$ cat config.mk
export PLATFORM = sky130hd
export DESIGN_NAME = bin_pixel_packer
export DESIGN_NICKNAME = d
export VERILOG_FILES = /design/src/rtl/pixel_pack_pkg.sv /design/src/rtl/thresh_shift8.sv /design/src/rtl/bin_pixel_packer.sv
export SDC_FILE = /design/constraint.sdc
export NUM_CORES = 1
export LEC_CHECK = 0
export CORE_ASPECT_RATIO = 0.8
export CORE_MARGIN = 10
export CORE_UTILIZATION = 54
export DETAILED_ROUTE_END_ITERATION = 8
export PLACE_DENSITY = 0.79
export SETUP_SLACK_MARGIN = 0.4
export SYNTH_ARGS = -nofsm -noshare
export SYNTH_HDL_FRONTEND = slang
export SYNTH_HIERARCHICAL = 1
export SYNTH_SLANG_ARGS = --single-unit
$ cat constraint.sdc
create_clock -name iCLK -period 4 [get_ports iCLK]
set_input_delay 0.8 -clock iCLK [delete_from_list [all_inputs] [get_ports iCLK]]
set_output_delay 0.8 -clock iCLK [all_outputs]
set_load 0.05 [all_outputs]
$ cat src/rtl/pixel_pack_pkg.sv
// Shared types for the binarising pixel packer: capture FSM states and
// line geometry helpers.
package pixel_pack_pkg;

    typedef enum logic [1:0] {
        ST_SYNC   = 2'd0,
        ST_IDLE   = 2'd1,
        ST_ACTIVE = 2'd2,
        ST_DRAIN  = 2'd3
    } state_t;

    // Packed bytes per line; a partial final byte still costs a whole byte.
    function automatic int bytes_per_line(input int img_w);
        return (img_w + 7) / 8;
    endfunction

endpackage

$ cat src/rtl/thresh_shift8.sv
// Threshold compare plus 8-bit MSB-first packer with low-bit zero padding
// for bytes closed early at end of line or by a frame flush.
module thresh_shift8
    import pixel_pack_pkg::*;
(
    input  logic        clk,
    input  logic        rst,
    input  logic [11:0] pix,
    input  logic [11:0] thr,
    input  logic        take,
    input  logic        last_in_line,
    input  logic        flush,
    output logic        done,
    output logic [7:0]  byte_out
);

    logic [7:0] sr;
    logic [2:0] cnt;
    logic       bit_val;
    logic [7:0] shifted;

    assign bit_val = pix > thr;
    assign shifted = {sr[6:0], bit_val};

    // sr keeps collected bits right-aligned; completion left-aligns them.
    always_comb begin
        done     = 1'b0;
        byte_out = '0;
        if (take) begin
            if (cnt == 3'd7 || last_in_line) begin
                done     = 1'b1;
                byte_out = shifted << (3'd7 - cnt);
            end
        end else if (flush && cnt != 3'd0) begin
            done     = 1'b1;
            byte_out = sr << (4'd8 - {1'b0, cnt});
        end
    end

    always_ff @(posedge clk) begin
        if (rst) begin
            sr  <= '0;
            cnt <= '0;
        end else if (take) begin
            if (done) begin
                sr  <= '0;
                cnt <= '0;
            end else begin
                sr  <= shifted;
                cnt <= cnt + 3'd1;
            end
        end else if (flush) begin
            sr  <= '0;
            cnt <= '0;
        end
    end

endmodule

$ cat src/rtl/bin_pixel_packer.sv
// Binarises a raw pixel stream against a threshold and packs eight pixels
// per byte into a downstream FIFO, with a one-entry hold for back-pressure.
//
// state  | meaning
// SYNC   | wait for frame-valid low before trusting a frame start
// IDLE   | between frames, wait for frame-valid rising
// ACTIVE | accepting pixels; frame-valid low flushes and ends the frame
// DRAIN  | full frame captured, wait for frame-valid low
module bin_pixel_packer
    import pixel_pack_pkg::*;
#(
    parameter int IMG_W = 640,
    parameter int IMG_H = 480
) (
    input  logic        iCLK,
    input  logic        iRST,
    input  logic [11:0] iDATA,
    input  logic        iDVAL,
    input  logic        iFVAL,
    input  logic [11:0] iThreshold,
    input  logic        iFULL,
    output logic [15:0] oDATA,
    output logic        oDVAL,
    output logic        oLINE_END,
    output logic        oFRAME_END,
    output logic        oOVF,
    output logic [15:0] oFrame_Cont
);

    localparam int PW  = (IMG_W > 1) ? $clog2(IMG_W) : 1;
    localparam int LW  = (IMG_H > 1) ? $clog2(IMG_H) : 1;
    localparam int BPL = bytes_per_line(IMG_W);
    localparam int BW  = (BPL > 1) ? $clog2(BPL) : 1;

    state_t        state, state_nxt;
    logic [PW-1:0] pix_cnt;
    logic [LW-1:0] line_cnt;
    logic [BW-1:0] byte_idx;
    logic          take, flush, line_last, frame_last;
    logic          done, tag_le, tag_fe;
    logic [7:0]    byte_new;
    logic          hold_vld, hold_le, hold_fe;
    logic [7:0]    hold_byte;

    assign take       = (state == ST_ACTIVE) && iDVAL && iFVAL;
    assign flush      = (state == ST_ACTIVE) && !iFVAL;
    assign line_last  = pix_cnt == PW'(IMG_W - 1);
    assign frame_last = line_last && (line_cnt == LW'(IMG_H - 1));

    // A flushed byte always closes both the line and the frame.
    assign tag_le = flush ? 1'b1 : (byte_idx == BW'(BPL - 1));
    assign tag_fe = flush ? 1'b1 : frame_last;

    thresh_shift8 u_pack (
        .clk          (iCLK),
        .rst          (iRST),
        .pix          (iDATA),
        .thr          (iThreshold),
        .take         (take),
        .last_in_line (line_last),
        .flush        (flush),
        .done         (done),
        .byte_out     (byte_new)
    );

    always_comb begin
        state_nxt = state;
        unique case (state)
            ST_SYNC:   if (!iFVAL) state_nxt = ST_IDLE;
            ST_IDLE:   if (iFVAL) state_nxt = ST_ACTIVE;
            ST_ACTIVE: begin
                if (flush)
                    state_nxt = ST_IDLE;
                else if (take && frame_last)
                    state_nxt = ST_DRAIN;
            end
            ST_DRAIN:  if (!iFVAL) state_nxt = ST_SYNC;
            default:   state_nxt = ST_SYNC;
        endcase
    end

    always_ff @(posedge iCLK) begin
        if (iRST)
            state <= ST_SYNC;
        else
            state <= state_nxt;
    end

    always_ff @(posedge iCLK) begin
        if (iRST || flush) begin
            pix_cnt  <= '0;
            line_cnt <= '0;
            byte_idx <= '0;
        end else if (take) begin
            if (line_last) begin
                pix_cnt  <= '0;
                line_cnt <= frame_last ? '0 : line_cnt + LW'(1);
            end else begin
                pix_cnt <= pix_cnt + PW'(1);
            end
            if (done)
                byte_idx <= (byte_idx == BW'(BPL - 1)) ? '0 : byte_idx + BW'(1);
        end
    end

    // A byte completing while the hold slot is busy is lost, even if the
    // held byte leaves in the same cycle: the slot frees only afterwards.
    always_ff @(posedge iCLK) begin
        if (iRST) begin
            oDATA       <= '0;
            oDVAL       <= 1'b0;
            oLINE_END   <= 1'b0;
            oFRAME_END  <= 1'b0;
            oOVF        <= 1'b0;
            oFrame_Cont <= '0;
            hold_vld    <= 1'b0;
            hold_byte   <= '0;
            hold_le     <= 1'b0;
            hold_fe     <= 1'b0;
        end else begin
            oDATA      <= '0;
            oDVAL      <= 1'b0;
            oLINE_END  <= 1'b0;
            oFRAME_END <= 1'b0;
            if (hold_vld) begin
                if (!iFULL) begin
                    oDATA      <= {8'h00, hold_byte};
                    oDVAL      <= 1'b1;
                    oLINE_END  <= hold_le;
                    oFRAME_END <= hold_fe;
                    hold_vld   <= 1'b0;
                    if (hold_fe)
                        oFrame_Cont <= oFrame_Cont + 16'd1;
                end
                if (done)
                    oOVF <= 1'b1;
            end else if (done) begin
                if (!iFULL) begin
                    oDATA      <= {8'h00, byte_new};
                    oDVAL      <= 1'b1;
                    oLINE_END  <= tag_le;
                    oFRAME_END <= tag_fe;
                    if (tag_fe)
                        oFrame_Cont <= oFrame_Cont + 16'd1;
                end else begin
                    hold_vld  <= 1'b1;
                    hold_byte <= byte_new;
                    hold_le   <= tag_le;
                    hold_fe   <= tag_fe;
                end
            end
        end
    end

endmodule

Yosys cells after proc, flatten, opt, wreduce, memory -nomap -nowiden

Index checks and enable logic that the tools add are counted.

Mux-type cells: 47
Magnitude comparators: 1
Shift operators: 2
Bitwise gates (word level): 1
Eq/ne operators: 14
$add $sub $neg: 7
Reductions and logical operators: 20

Operators by type and width:

| operator              | number |
|---|---|
| $mux 16               | 7 |
| $mux 8                | 9 |
| $mux 1                | 19 |
| $add 16x1->16 const B | 1 |
| $gt 12x12->1          | 1 |
| $add 10x1->10 const B | 1 |
| $eq 10x10->1 const B  | 1 |
| $mux 10               | 1 |
| $mux 2                | 5 |
| $ne 2x2->1 const B    | 5 |
| $add 9x1->9 const B   | 1 |
| $eq 9x9->1 const B    | 1 |
| $mux 3                | 3 |
| $mux 9                | 1 |
| $pmux 2 s4            | 1 |
| $shl 8x3->8           | 1 |
| $shl 8x4->8           | 1 |
| $add 7x1->7 const B   | 1 |
| $eq 7x7->1 const B    | 1 |
| $mux 7                | 1 |
| $logic_and 1x1->1     | 6 |
| $reduce_and 2->1      | 3 |
| $reduce_bool 2->1     | 3 |
| $reduce_and 5->1      | 1 |
| other kinds (15)      | 17 |

Output and inout bits: 36
Register bits after elaboration: 86
Word-level logic and storage cells: 108
Bits of input ports: 29

Logic depth before layout (Yosys ltp)

Depth in word-level cells: 8
Depth in mapped cells: 14

Cells and area by module

The synthesis kept the hierarchy.

Modules (own cells, without submodules):

| module           | sequential area each (um^2) | cells an instance | times used | area each (um^2) |
|---|---|---|---|---|
| bin_pixel_packer | 1341.3                      | 369               | 1          | 3007.9 |
| thresh_shift8    | 220.2                       | 170               | 1          | 1255.0 |

Least setup slack after synthesis

OpenSTA, ideal clock, no wires.

Path type: input port to flip-flop
From: input iDVAL
To: register oFrame_Cont[1]
Path buffers: 2
Path slack: 727 ps
Arrival: 3145 ps
Stages: 11
Path through: nand4b_1 -> inv_2 -> nor3b_1 -> clkbuf_1 -> nor2_1 -> nand2b_1 -> nor2_1 -> a31oi_1 -> clkbuf_1 -> mux2i_1 -> nor2_1

Longest elaborated chain between the ends: 5
Elaborated cells on any way between the ends: 6
Classes of those cells: eq/ne (1); mux (1); reduce/logical (4)

RTL lines:

| what                                                             | RTL line                | text |
|---|---|---|
| from (decl)                                                      | bin_pixel_packer.sv:18  | `input logic iDVAL,` |
| $logic_and 1x1->1 (*) (2 in series)                              | bin_pixel_packer.sv:45  | `assign take = (state == ST_ACTIVE) && iDVAL && iFVAL;` |
| via take                                                         | bin_pixel_packer.sv:39  | `logic take, flush, line_last, frame_last;` |
| $mux 1 (*)                                                       | thresh_shift8.sv:29     | `if (take) begin` |
| via done                                                         | bin_pixel_packer.sv:40  | `logic done, tag_le, tag_fe;` |
| $ne 2x2->1 (no source line) or $reduce_bool 2->1 (tied branches) | -                       |  |
| $reduce_and 5->1 (no source line) (*)                            | -                       |  |
| to (signal assigned)                                             | bin_pixel_packer.sv:133 | `oFrame_Cont <= oFrame_Cont + 16'd1;` |
| to (signal assigned)                                             | bin_pixel_packer.sv:144 | `oFrame_Cont <= oFrame_Cont + 16'd1;` |
| to (decl)                                                        | bin_pixel_packer.sv:27  | `output logic [15:0] oFrame_Cont` |

Mark *: on every way through the listed nets, which the timed path passes. The rest lies on a longest branch.
A chain may end at the register's enable or synchronous reset.

Final worst setup path

From: input iFVAL
To: register oFrame_Cont[10]

Longest elaborated chain between the ends: 7
Elaborated cells on any way between the ends: 11
Classes of those cells: eq/ne (1); mux (3); reduce/logical (7)

RTL lines:

| what                                                             | RTL line               | text |
|---|---|---|
| from (decl)                                                      | bin_pixel_packer.sv:19 | `input logic iFVAL,` |
| $logic_not 1->1 (*)                                              | -                      |  |
| $logic_and 1x1->1 (*)                                            | bin_pixel_packer.sv:46 | `assign flush = (state == ST_ACTIVE) && !iFVAL;` |
| via flush                                                        | bin_pixel_packer.sv:39 |  |
| $logic_and 1x1->1 (*)                                            | thresh_shift8.sv:34    | `end else if (flush && cnt != 3'd0) begin` |
| $mux 1 (*)                                                       | thresh_shift8.sv:34    |  |
| $mux 1 (*)                                                       | thresh_shift8.sv:29    |  |
| via done                                                         | bin_pixel_packer.sv:40 |  |
| $ne 2x2->1 (no source line) or $reduce_bool 2->1 (tied branches) | -                      |  |
| $reduce_and 5->1 (no source line) (*)                            | -                      |  |

Marks and branches as above.

==> results.sh <==
export IMPL_status="completed"
export IMPL_cp_arrival_ns=3.60
export IMPL_cts_resized=0
export IMPL_synthTopCellsByArea="dfxtp_1 (37%), nor2_1 (6.9%), nand2_1 (6.4%)"
export IMPL_worst_setup_path_end_kind="flip-flop"
export IMPL_hold_violations=0
export IMPL_grt_pass1_vias=3801
export IMPL_critPathRequiredTime_ns=4.27
export IMPL_htreeDepth=3
export IMPL_grt_overflow=0
export IMPL_n_antenna_cell=0
export IMPL_synth_common_cells="dfxtp_1 (78), nor2_1 (78), nand2_1 (73)"
export IMPL_p_leak_nw=1.85
export IMPL_path_class="primary input to flip-flop"
export IMPL_worst_slack_ns=0.664
export IMPL_finalWirelength_um=10800
export IMPL_min_period_ns=3.34
export IMPL_grt_max_degree=25
export IMPL_cts_inserted_buffers=9
export IMPL_pin_count=65
export IMPL_cts_hold_buf=0
export IMPL_synthCells=539
export IMPL_max_clock_freq_mhz=300
export IMPL_wl_per_cell_um=15.4
export IMPL_die_w_um=119
export IMPL_clk_latency_ns=0.35
export IMPL_dp_cells=684
export IMPL_hp_start="hold_byte[5]$_SDFFE_PP0P_"
export IMPL_hold_path_depth=2
export IMPL_relSlewSlack_pct=38.1
export IMPL_p_per_area_nw_per_um2=301
export IMPL_drv_cap=0
export IMPL_fill_cells=635
export IMPL_postSynthAreaPerCell_um2=7.91
export IMPL_firstDrtPassIters=5
export IMPL_ys_seq_elements=78
export IMPL_multi_input_area_um2=2500
export IMPL_dieArea_um2=11900
export IMPL_skew_ns=0.00969
export IMPL_min_period_over_period_pct=83.4
export IMPL_grt_total_usage_pct=17.7
export IMPL_port_buffers=56
export IMPL_initialDrtViolationCount=276
export IMPL_dpl_instance_area_um2=4890
export IMPL_reg2reg_slack_ns=0.79
export IMPL_final_nets=639
export IMPL_via_count=3984
export IMPL_antenna_found_initial=0
export IMPL_final_antenna_net_count=0
export IMPL_row_count=28
export IMPL_syn_to_final_growth_pct=19.6
export IMPL_synthFlopType="dfxtp_1"
export IMPL_ys_types=60
export IMPL_r2r_cells=12
export IMPL_area_sequential_um2=1560
export IMPL_setup_viol=0
export IMPL_crit_path_start_kind="primary input"
export IMPL_pre_cts_ws_ns=0.343
export IMPL_min_to="hold_byte[5]$_SDFFE_PP0P_"
export IMPL_rsz0062_at_grt="false"
export IMPL_fin_setup_tns_ns=0
export IMPL_cts_tree="yes"
export IMPL_reg2reg_to="oDATA[7]$_SDFF_PP0_"
export IMPL_critPathMaxFanout=11
export IMPL_tightest_slew_ns=0.925
export IMPL_ys_seq_area_share_pct=36.6
export IMPL_hold_class="flip-flop to flip-flop"
export IMPL_grt_pass1_wl_um=17900
export IMPL_synth_top_area_cell="dfxtp_1"
export IMPL_clk_path_buf_depth=2
export IMPL_ir_drop_v=0.000203
export IMPL_drc=0
export IMPL_die_h_um=99.5
export IMPL_dp_hpwl_um=8000
export IMPL_syn_cell_area_um2=4260
export IMPL_design_area_um2=5100
export IMPL_path_clk_slew_ns=0.08
export IMPL_drive_above_1_share_pct=6.06
export IMPL_viasPerCell=5.70
export IMPL_fp_coreArea_um2=7530
export IMPL_r2r_start="u_pack/cnt[0]$_SDFFE_PP0P_"
export IMPL_start_util_pct=56.6
export IMPL_drv_slew=0
export IMPL_synth_top_area_share_pct=36.6
export IMPL_root_buffer="clkbuf_8"
export IMPL_ys_async_sr_fraction_pct=0
export IMPL_hold_slack_ns=0.464
export IMPL_postCtsSetupBuffers=0
export IMPL_gp_congestion=0.915
export IMPL_final_cells=699
export IMPL_clock_sinks=78
export IMPL_ys_warn_count=6
export IMPL_synth_edff_count=0
==> cell usage in the layout (no fill, tap or decap), drive strengths merged, types with 8 or more instances in the layout <==
master	n
nand4	12
nor3	12
nand2	73
dfxtp	78
xnor2	9
nand3	14
conb	8
clkdlybuf4s50	56
xor2	12
inv	22
a22oi	11
nor2b	8
ha	20
or4	10
nor2	78
o21ai	15
o31ai	12
a21oi	47
clkbuf	9
==> power by group <==
part / internal, W / switching, W / total (W)
Combinational: 0.0000445 / 0.0000639 / 0.000108
Sequential: 0.000777 / 0.00000169 / 0.000779
Clock: 0.000348 / 0.000301 / 0.000649
==> final cells by class <==
class / count / area share [%]
well taps: 105 / 2.58
inverters: 22 / 1.62
clock buffers: 9 / 2.43
multi-input cells: 416 / 49.0
flip-flops and latches: 78 / 30.6
clock inverters: 6 / 1.72
repair buffers: 63 / 12.0
==> sequential cells by signal, indices dropped and copies added, names as in the netlist, 2 cells and up <==
register and cells:
u_pack/sr 8, byte_idx 7, state 2, hold_byte 8, oDATA 8, u_pack/cnt 3
line_cnt 9, oFrame_Cont 16, pix_cnt 10
==> logic make-up (layout without fill, tap and decap cells) <==
logic type | Yosys count | count (layout) | synth area share (%)
AO/OA/AOI/OAI | 111 | 111 | 16.3
XOR/XNOR | 21 | 21 | 4.31
adder cells (fa/ha/maj) | 20 | 20 | 5.87
buffers and inverters | 52 | 100 | 5.40
flip-flops | 78 | 78 | 36.6
multiplexers | 12 | 12 | 3.49
other | 1 | 8 | 0.0880
AND/OR/NAND/NOR | 244 | 244 | 27.9
==> worst max-delay path by stage <==
stage                      from                      endpoint  slack [ns]  cells past startpoint
after floorplan           iDVAL   oFrame_Cont[1]$_SDFFE_PP0P_        0.73                     11
after global placement    iFVAL  oFrame_Cont[14]$_SDFFE_PP0P_        0.52                      9
after detailed placement  iFVAL  oFrame_Cont[10]$_SDFFE_PP0P_        0.34                      9
after CTS                 iFVAL  oFrame_Cont[10]$_SDFFE_PP0P_        0.72                      9
after global routing      iFVAL  oFrame_Cont[10]$_SDFFE_PP0P_        0.45                      9
final                     iFVAL  oFrame_Cont[10]$_SDFFE_PP0P_        0.66                      9
==> critical path, stage by stage <==
cell and delay, ns:
clkdlybuf4s50_1 0.49, or3b_4 0.44, inv_1 0.14, a21oi_1 0.08
nor2_1 0.26, nor2b_1 0.35, a31oi_1 0.33, or4_1 0.55
a21oi_1 0.16
==> through the flow <==
step | power, W | utilization [%]
finish | 0.00154 | 67.7
global route | 0.00159 | 67.7
CTS | 0.00155 | 67.7
detailed placement | 0.000905 | 64.9
global placement | 0.000901 | 64.9
floorplan | 0.000865 | -
==> layer usage <==
metal  part of all wire (%)  vias up  global-route usage [%]
met5                      0        -                       0
li1                       -     1989                       -
met4                   0.78        0                    4.81
met3                    5.0       14                    4.07
met2                     48      117                    29.8
met1                     46     1864                    22.3
No activity file was read; power rests on OpenSTA's default activity.
==> edit 1: new RTL, config.mk and constraints unchanged <==
Change the parameter `IMG_W` from 640 to 320.
--- a/src/rtl/bin_pixel_packer.sv
+++ b/src/rtl/bin_pixel_packer.sv
@@ -11,3 +11,3 @@
 #(
-    parameter int IMG_W = 640,
+    parameter int IMG_W = 320,
     parameter int IMG_H = 480
Formal check against the unedited RTL: no difference found for any inputs over 4 cycles, from zero or initial values and one cycle with iRST high; that may be too few to reach the edited logic, so the function may still have changed.
==> edit 1 against the unedited design <==
- worst setup slack got worse by 53 ps
- sequential cell count fell by 2
- largest cell class unchanged
- wire length fell by 4.5%
- hold slack got worse by 2.1 ps
- area after synthesis rose by 0.76%
- clock power rose by 4.8%
- cell area rose by 1.0%
- power rose by 0.60%
==> edit 1: results (changes against the unedited design) <==
Status
  • Status: completed

Yosys
  • Post-synth top cells: 76 x dfxtp_1, 73 x nor2_1, 68 x nand2_1, 54 x a21oi_1, 26 x inv_1
  • Synth cell types: 60 (unchanged)
  • YS warnings: 6 (unchanged)
  • Register area share after synthesis: 35.4% (-1.2 points)
  • Top post-synthesis cells by area: dfxtp_1 35%, nor2_1 6.4%, a21oi_1 6.3%, nand2_1 5.9%, ha_1 5.8%
  • Post-synth ARST share: 0% (unchanged)

Clock tree
  • Clk slew on worst S/H paths: 70 ps
  • TritonCTS Buffers: 9 (unchanged)
  • H-tree Lvls: 3 (unchanged)
  • Worst skew pair latency: 350 ps (about the same)
  • Clock Tree Buf Depth: 2 (unchanged)
  • Clock root cell: clkbuf_8

Power
  • Pleak: 1.89 nW (+1.8%)
  • Worst vdd ir: 0.263 mV (+30%)
  • Sw Ratio: 22.2% (-1.7 points)

Layout
  • Layout cell share with drive strength beyond 1: 7.51% (+1.5 points)
  • Largest regs: oFrame_Cont (16), line_cnt (9), pix_cnt (9)
  • Post-layout nets: 643 (+0.63%)
  • Ant. Diodes: 0 (unchanged)

Routing
  • Iter 0 DRT Violations: 274 (-0.72%)
  • 1st-pass router iterations: 5 (unchanged)
  • Antenna Nets Post-Route: 0 (unchanged)
  • Via count: 4014 (+0.75%)
  • Wire per inst: 14.6 um (-5.5%)

Placement
  • Post-detailed-placement half-perimeter wirelength: 7.51 mm (-6.0%)
  • Input/output buffers: 56 (unchanged)
  • Final GP Congestion: 0.896 (-2.1%)

Global route
  • GR Util All Layers: 17.2% (-0.51 points)
  • Number of global-route vias before repair: 3759 (-1.1%)
  • Initial antenna violation count: 0 (unchanged)
  • Pin count of the biggest net entering global routing: 49 (+96%)
  • First-pass GRT wire length: 17.5 mm (-1.9%)

Worst setup path
  • Crit path largest cell delay: 520 ps (-30 ps)
  • Critical Path RT: 4240 ps (-30 ps)
  • Crit-path slowest cell: or3b_2
  • Crit Path Max Fanout: 10 (-1)

Timing
  • Skew final: 8.24 ps (-1.45 ps)
  • Headroom to the max-slew limit: 35.7% (-2.4 points)

Worst hold path
  • Worst min path class: reg2reg
edit 1: logic make-up (layout without fill, tap and decap cells):
family | count (synthesis) | after routing | share of synthesized area, %
multiplexers | 17 | 17 | 4.75
flip-flops | 76 | 76 | 35.4
buffers and inverters | 59 | 105 | 5.94
AND/OR/NAND/NOR | 233 | 233 | 26.8
XOR/XNOR | 12 | 12 | 2.45
adder cells (fa/ha/maj) | 20 | 20 | 5.83
AO/OA/AOI/OAI | 128 | 128 | 18.7
other | 1 | 8 | 0.0873
edit 1: power groups by stage:
stage / sequential [W] / clock (W) / combinational [W]
after global routing: 0.000759 / 0.000723 / 0.000117
after global placement: 0.000777 / 0 / 0.000102
final: 0.000759 / 0.000680 / 0.000106
after detailed placement: 0.000777 / 0 / 0.000105
after CTS: 0.000759 / 0.000687 / 0.000106
after floorplan: 0.000777 / 0 / 0.0000700
edit 1: final cells by class:
class,count,area (um^2)
Multi-Input combinational cell,418,2550
Timing Repair Buffer,63,613
Tap cell,108,135
Clock inverter,4,70.1
Clock buffer,12,165
Sequential cell,76,1520
Inverter,26,97.6
Fill cell,665,2690
edit 1: worst max-delay path, delay by kind of cell:
kind | cells | cell delay (ps)
multiplexers | 1 | 370
AND/OR/NAND/NOR | 5 | 1430
buffers and inverters | 2 | 690
AO/OA/AOI/OAI | 2 | 350
edit 1: final timing paths:
check                              startpoint         endpoint  slack (ps)  cells after the start
worst min-delay path             hold_byte[3]     hold_byte[3]         460                      2
worst max register to register  u_pack/cnt[1]         oDATA[7]         920                     11
worst min register to register   hold_byte[3]     hold_byte[3]         460                      2
worst max-delay path                    iFVAL  oFrame_Cont[15]         610                     10
edit 1: per-stage QoR:
step	area, um^2	worst slack, ps	hold slack (ps)	instances	utilization, %
floorplan	4320	866	437	553	-
global placement	4910	276	442	691	62.7
detailed placement	4910	190	447	691	62.7
CTS	5150	552	460	707	65.7
global route	5150	427	492	707	65.7
finish	5150	610	462	707	65.7
edit 1: repair_timing:
action / CTS / global route
hold buffers: 0 / 0
setup endpoints to repair: 0 / 3
resized for setup: 0 / 1
buffers inserted: 0 / 0
edit 1: layer usage:
metal	wire length (um)	vias to the layer above	track usage, %
li1	-	2008	-
met1	4660	1873	21.3
met2	4820	122	28.4
met3	680	11	4.49
met4	136	0	6.02
met5	0	-	0
==> edit 2: new RTL, same flow settings <==
Made on the original files. The 4 states of `state_t` get a one-hot encoding in 4 bits.
--- a/src/rtl/pixel_pack_pkg.sv
+++ b/src/rtl/pixel_pack_pkg.sv
@@ -4,7 +4,7 @@
 
-    typedef enum logic [1:0] {
-        ST_SYNC   = 2'd0,
-        ST_IDLE   = 2'd1,
-        ST_ACTIVE = 2'd2,
-        ST_DRAIN  = 2'd3
+    typedef enum logic [3:0] {
+        ST_SYNC   = 4'b0001,
+        ST_IDLE   = 4'b0010,
+        ST_ACTIVE = 4'b0100,
+        ST_DRAIN  = 4'b1000
     } state_t;
Check against the original RTL: same outputs for any inputs over 4 cycles, from zero or initial values and one cycle with iRST high; so few cycles prove little.
==> edit 2 against the unedited design <==
- sequential cell count up 2
- power up 2.3%
- hold slack worse by 6.0 ps
- clock skew down 0.82 ps
- cell area up 4.1%
- worst setup slack worse by 28 ps
- via count up 3.2%
- area after synthesis up 4.8%
- clock power down 1%
- wire length down 1.7%
- sequential share of layout area down 0.43 points
- largest cell class unchanged
==> edit 2: results (changes against the unedited design) <==
Global route
  • GR Util met2: 27.0% (-2.8 points)
  • GR Util met3: 4.34% (+0.27 points)
  • GR Util All Layers: 16.9% (-0.77 points)
  • Initial antenna violation count: 0 (unchanged)
  • GR Layer Usage met1: 22.5% (+0.25 points)
  • Pin count of the biggest net entering global routing: 31 (+24%)
  • First-pass GRT wire length: 17.6 mm (-1.2%)
  • Number of global-route vias before repair: 3673 (-3.4%)

Routing
  • Drt total wl: 10.6 mm (-1.7%)
  • Met1 WL: 4.88 mm (-1.8%)
  • DR vias/cell: 5.70 (about the same)
  • Met2 Routed Length: 4.92 mm (-4.9%)
  • WL met3: 700 um (+29%)
  • DR top layer: met4
  • Iter 0 DRT Violations: 229 (-17%)

Power
  • Worst vdd ir: 0.229 mV (+13%)
  • Pleak: 1.84 nW (-0.42%)
  • Sequential power share: 51.4% (+0.7 points)
  • Sw power: 0.000365 W (-0.38%)
  • Sw Ratio: 23.2% (-0.64 points)
  • Gate power share: 7.9% (+0.8 points)

Placement
  • Post-detailed-placement half-perimeter wirelength: 7.71 mm (-3.6%)
  • Final GP Congestion: 0.947 (+3.6%)
  • Input/output buffers: 56 (unchanged)

Yosys
  • Top post-synthesis cells by area: dfxtp_1 36%, nor2_1 6.8%, ha_1 5.6%, nand2_1 5.3%, a21oi_1 5.2%
  • Post-synth top cells: 81 x nor2_1, 80 x dfxtp_1, 63 x nand2_1, 46 x a21oi_1
  • Register area share after synthesis: 35.9% (-0.78 points)
  • Synth cell types: 61 (+1.7%)

Timing
  • Skew final: 8.87 ps (-0.817 ps)

Status
  • Status: completed

Worst setup path
  • Crit Path Max Fanout: 30 (+19)
  • Crit path DAT: 3610 ps (about the same)

Layout
  • Post-layout nets: 657 (+2.8%)
  • Layout cell share with drive strength beyond 1: 7.50% (+1.4 points)
edit 2: cell count changes after synthesis, moves of 5 or more:
cell,before,now
nand2_1,73,63
nand3_1,13,25
nor4_1,1,8
o21ai_0,6,16
o21ai_1,9,0
or4_1,10,5
edit 2: cells by family (layout without fill, tap and decap cells):
group                      Yosys count  count (layout)  share of synthesized area, %
DFF                                 80              80                          35.9
adders and majority gates           20              20                          5.60
xor gates and xnor gates            24              24                          4.71
AOI/OAI and AO/OA                  113             113                          16.4
buffers and inverters               61             106                          6.47
muxes                               15              15                          4.01
other                                1               8                        0.0840
and+or+nand+nor                    247             247                          26.8
edit 2: layout make-up:
class                           instances  area [um^2]
Clock inverter                          5         81.3
Sequential cell                        80         1600
Inverter                               26         97.6
Tap cell                              108          135
Timing Repair Buffer                   64          621
Fill cell                             686         2680
Multi-Input combinational cell        427         2640
Clock buffer                           11          131
edit 2: worst max-delay path: stages (launching register included):
cell     delay, ps
dfxtp_1        380
ha_1           180
and3_1         220
nand4_1        120
buf_4          180
inv_1          230
nor3b_1        110
nor2_1         150
or3b_2         510
nor3_2         270
a21oi_4        220
nor4b_2        330
mux2_2         360
edit 2: stage by stage:
stage / setup slack (ps) / util (%) / std cells / hold WS (ps)
after detailed placement: 184 / 63.4 / 705 / 447
after CTS: 411 / 66.1 / 721 / 458
after global routing: 410 / 66.5 / 721 / 487
after global placement: 256 / 63.4 / 705 / 443
after floorplan: 478 / - / 568 / 437
final: 636 / 66.5 / 721 / 458
edit 2: worst paths after layout:
path	from	endpoint	slack (ps)	depth (start not counted)
setup / recovery	pix_cnt[0]	oFrame_Cont[11]	640	12
hold / removal	hold_byte[3]	hold_byte[3]	460	2
setup reg to reg	pix_cnt[0]	oFrame_Cont[11]	640	12
hold reg to reg	hold_byte[3]	hold_byte[3]	460	2
